`src/rtl/fifo_read_ctrl.sv`:
```
// Read-side FIFO controller: pops the FIFO, absorbs read latency in a 2-entry buffer.
// Optional FIFO_RD_CTRL_STATS_EN adds a saturating words_out transfer counter.
module fifo_read_ctrl #(
    parameter int DEPTH = 8,
    parameter int WIDTH = 8
) (
    input  logic             clk,
    input  logic             rst_n,
    input  logic             fifo_empty,
    output logic             fifo_read_en,
    input  logic [WIDTH-1:0] fifo_rd_data,
    input  logic             flush,
    output logic             out_valid,
    input  logic             out_ready,
    output logic [WIDTH-1:0] out_data,
    output logic [1:0]       occupancy
`ifdef FIFO_RD_CTRL_STATS_EN
    ,
    output logic [15:0]      words_out
`endif
);

    localparam logic [1:0] EMPTY = 2'd0;
    localparam logic [1:0] ONE   = 2'd1;
    localparam logic [1:0] TWO   = 2'd2;

    logic [1:0]       r_occ;
    logic [1:0]       w_occ_nxt;
    logic             r_inflight;
    logic [WIDTH-1:0] r_buf0;
    logic [WIDTH-1:0] r_buf1;
    logic             w_pop;
    logic             w_append;
    logic             w_slot1;
    logic [2:0]       w_commit;

    assign out_valid = (r_occ != EMPTY);
    assign out_data  = r_buf0;
    assign occupancy = r_occ;

    assign w_pop    = out_valid && out_ready;
    assign w_append = r_inflight && !flush;

    // Words held plus words owed, after this cycle's pop leaves.
    assign w_commit = {1'b0, r_occ} + {2'b00, r_inflight}
                    - {2'b00, w_pop};

    assign fifo_read_en = !fifo_empty && !flush && (w_commit < 3'd2);

    // Append lands behind the head once any pop has shifted it.
    assign w_slot1 = (r_occ == TWO) || ((r_occ == ONE) && !w_pop);

    always_comb begin
        w_occ_nxt = r_occ;
        if (flush) begin
            w_occ_nxt = EMPTY;
        end else begin
            case (r_occ)
                EMPTY: begin
                    if (w_append)
                        w_occ_nxt = ONE;
                end
                ONE: begin
                    if (w_append && !w_pop)
                        w_occ_nxt = TWO;
                    else if (!w_append && w_pop)
                        w_occ_nxt = EMPTY;
                end
                TWO: begin
                    if (w_pop)
                        w_occ_nxt = ONE;
                end
                default: w_occ_nxt = EMPTY;
            endcase
        end
    end

    always_ff @(posedge clk or negedge rst_n) begin
        if (!rst_n) begin
            r_occ      <= EMPTY;
            r_inflight <= 1'b0;
            r_buf0     <= '0;
            r_buf1     <= '0;
        end else begin
            r_occ      <= w_occ_nxt;
            r_inflight <= fifo_read_en;
            if (!flush) begin
                if (w_pop)
                    r_buf0 <= r_buf1;
                if (w_append) begin
                    if (w_slot1)
                        r_buf1 <= fifo_rd_data;
                    else
                        r_buf0 <= fifo_rd_data;
                end
            end
        end
    end

`ifdef FIFO_RD_CTRL_STATS_EN
    logic [15:0] r_words;

    always_ff @(posedge clk or negedge rst_n) begin
        if (!rst_n)
            r_words <= '0;
        else if (w_pop && (r_words != 16'hFFFF))
            r_words <= r_words + 16'd1;
    end

    assign words_out = r_words;
`endif

    // The buffer can never be overcommitted, nor outgrow the FIFO feeding it.
    a_no_overfill : assert property (@(posedge clk) disable iff (!rst_n)
        !(w_append && (r_occ == TWO)));

    a_occ_range : assert property (@(posedge clk) disable iff (!rst_n)
        (int'(r_occ) <= DEPTH) && (r_occ != 2'd3));

endmodule

```
`config.mk`:
```
export PLATFORM = sky130hd
export DESIGN_NAME = fifo_read_ctrl
export DESIGN_NICKNAME = d
export VERILOG_FILES = /design/src/rtl/fifo_read_ctrl.sv
export SDC_FILE = /design/constraint.sdc
export NUM_CORES = 1
export LEC_CHECK = 0
export ABC_CLOCK_PERIOD_IN_PS = 2000
export BUFFER_PORTS_ARGS = -buffer_cell sky130_fd_sc_hd__buf_4
export CAP_MARGIN = 20
export CORE_MARGIN = 2
export CORE_UTILIZATION = 48
export CTS_BUF_LIST = sky130_fd_sc_hd__clkbuf_8
export CTS_CLUSTER_DIAMETER = 100
export DETAILED_ROUTE_END_ITERATION = 10
export PLACE_DENSITY = 0.79
export SLEW_MARGIN = 5
export SYNTH_ARGS = -nofsm -noshare
export SYNTH_HDL_FRONTEND = slang
export SYNTH_SLANG_ARGS = --single-unit
```
`constraint.sdc`:
```
create_clock -name clk -period 2 [get_ports clk]
set_clock_uncertainty 0.1 [all_clocks]
set_input_delay 0.3 -clock clk [delete_from_list [all_inputs] [get_ports clk]]
set_output_delay 0.3 -clock clk [all_outputs]
set_load 0.05 [all_outputs]
```
==> results.md <==
* Starting Density at 49.9%
* Hold_sp: fifo_rd_data[2]
* Endpoints failing hold at 0
* Die Y at 48.7 µm
* Htree depth at 1
* Number of global-route vias before repair at between 900 and 1000
* Drt first pass iters at 4
* Met1 Use GR at 28.5%
* RSZ-0062 raised after global routing: true
* Syn-to-layout area delta at 38.6%
* HP Class: in -> reg
* N_diodes at 0
* Worst IR drop on VDD at 0.000717 V
* Fraction of layout cells with a size suffix above 1 at 45.5%
* Hold path depth at 2
* Met3 Usage GRT at between 3 and 4%
* Clk_lat worst skew at 0.25 ns
* Multi-input gate area at 492 µm²
* Mapped Area at 958 µm²
* Reg area at 478 µm²
* WL per Instance at 15.7 µm
* Hold endpoint: r_buf1[2]
* Cell Rows at 16
* F_max at between 400 and 500 MHz
* Hold WS at 0.191 ns
* Async SR Flop Fraction at 100%
* Fill cells at 162
* Sequential-to-total area share from yosys stat at 49.6%
* Worst EP required at 1.60 ns
* Worst-margin pin slew at slightly below 0.4 ns
* Final WS setup at -0.275 ns
* CP arrival at 1.87 ns
* Max Slew Vio Count at 0
* Maxcap violations at 0
* Post-synth EDFFs at 0
* Finished Layout Cells at 150
* Crit-path cells: o21ai_4, nor2_2, fa_2, xor2_2, nor4b_4, buf_6
* Clock transition at the registers of the reported paths at roughly 0.07 ns
* Pwr Total at 1370 µW
* CTS Buffer Depth at 2
* # setup viols final at 1
* Root buf cell: clkbuf_8
* Synth warn at 0
* Synth area leaders: dfrtp_1 50%, mux2_2 9.4%, a31oi_1 5.2%, o21ai_0 4.7%, nor4_1 4.6%
* Syn_nets at 103
* Syn avg cell area at around 11 µm²
* Tmin final at between 2 and 2.5 ns
* Post-synth top area share at 49.6%
* Commonest cells in the netlist: 19 x dfrtp_1, 9 x o21ai_0, 8 x a31oi_1, 8 x mux2_2, 8 x nand3_1
* Vias at 858
* Worst reg2reg path endpoint: out_data[1]
* Most common cell in the netlist: dfrtp_1
* Final HPWL DP at 1760 µm
* Worst R2R Setup Slack at 0.21 ns
* Leading area contributor after synthesis: dfrtp_1
* Pleak at roughly 0.0006 µW
* Reg-to-Reg Start: occupancy[0]
* # DRC at 0
* Initial antenna violation count at 0
* Failing checks: setup timing
* Setup crit start: occupancy[0]
* First-pass GRT wire length at 4140 µm
* TritonCTS Buffers at 3
* Main synth FF type: dfrtp_1
* Post-layout net count at 138
* Grt peak-use layer: met2
* Power per standard cell area at between 1000 and 1500 nW/µm²
* Largest net degree at the start of global routing at 20
* Status: finished with violations
* Synth cell types at 26
* Core area at about 1900 µm²
* Post-DP Area at 1250 µm²
* Detail Route Antenna Nets at 0
* Post-placement cell count at roughly 140
* Setup Slack @ Placement at -0.108 ns
* Total track usage at 22.2%
* Routed WL at about 2400 µm
* Initial DRC Count at 10
* Fin crit share at 114%
* Ports at 25
* Synth Instances at 89
* Port Buffers at 24
* Slowest cell on crit path: dfrtp_2
* Routability cong. at 0.761
* R2R cell count at 5
* CTS tree: done
* Met2 Usage GRT at 38.1%
* Relative slew slack at 73.9%
* Slowest stage delay, CP at 0.43 ns
* CP max FO at 2
* Clk sinks at 19
* CP startpoint kind: register
* Crit end category: output port
* #FFs+latches synth at 19
* Die width at 48.7 µm
* Critical path class: reg -> out
* Die area at 2370 µm²
* Post-route cell area at 1330 µm²
* Gr ovfl total at 0
* Via density at roughly 5.7
==> how the worst max path moves through the flow <==
| stage | slack, ns | depth (start not counted) | to |
|---|---|---|---|
| after floorplan | -0.52 | 6 | fifo_read_en |
| after global placement | -0.08 | 7 | fifo_read_en |
| after detailed placement | -0.11 | 7 | fifo_read_en |
| after CTS | -0.28 | 6 | fifo_read_en |
| after global routing | -0.41 | 6 | fifo_read_en |
| final | -0.27 | 6 | fifo_read_en |
==> layout make-up <==
cell class	count	share of cell area, %
timing repair buffer	36	20.8
inverter	1	0.282
multi-input combinational	63	37.0
clock inverter	1	0.282
tap	27	2.54
clock buffer	3	3.11
sequential	19	36.0
==> worst max-delay path: cells and delay by family, from the launching register on <==
family | cells | cell delay [ns]
flip-flops | 1 | 0.43
buffers and inverters | 1 | 0.20
AND/OR/NAND/NOR | 2 | 0.31
AO/OA/AOI/OAI | 1 | 0.17
adder cells (fa/ha/maj) | 1 | 0.35
XOR/XNOR | 1 | 0.16
==> sequential cells by signal (all words and copies together) (netlist names) <==
signal      count
r_buf1          8
out_data        8
occupancy       2
r_inflight      1
==> through the flow <==
step                TNS (ns)  utilization (%)
global placement     -0.0824             65.3
global route          -0.415             69.1
detailed placement    -0.108             65.3
floorplan             -0.930                -
finish                -0.275             69.1
CTS                   -0.281             69.1
==> placed cells by master, fill, tap and decap left out, types with 2 or more instances in the layout <==
| cell | synthesis | routed |
|---|---|---|
| clkbuf_8 | 0 | 3 |
| dfrtp_2 | 0 | 2 |
| nor2b_1 | 3 | 3 |
| buf_4 | 0 | 34 |
| nand3_1 | 8 | 8 |
| a31oi_1 | 8 | 8 |
| dfrtp_1 | 19 | 17 |
| nor4_1 | 7 | 7 |
| mux2_2 | 8 | 8 |
| a21oi_1 | 2 | 2 |
| o21ai_0 | 9 | 9 |
| inv_1 | 1 | 2 |
==> power breakdown <==
group | total, µW | internal [µW] | switching [µW]
Sequential | 542 | 487 | 55.7
Clock | 258 | 136 | 122
Combinational | 570 | 206 | 364
Total | 1370 | 829 | 541
==> logic make-up after synthesis <==
family | count (synthesis) | synth area share [%]
simple gates | 29 | 18.9
compound gates | 23 | 15.0
flops | 19 | 49.6
fa+ha+maj | 1 | 2.09
mux | 8 | 9.40
buf+inv | 7 | 3.13
xor+xnor | 2 | 1.83
==> what timing repair did <==
item / in CTS / in global routing
buffers inserted: 2 / 0
pin swaps: 1 / 0
hold endpoints to repair: 19 / 0
resized for setup: 1 / 0
hold buffers: 1 / 0
endpoints found under the setup margin: 1 / 1
==> per-layer routing <==
metal | vias up | wire length [µm]
li1 | 399 | -
met1 | 414 | 994
met2 | 41 | 1210
met3 | 4 | 131
met4 | 0 | 25
met5 | - | 0
Note: power is estimated with default switching activity, not from simulation.
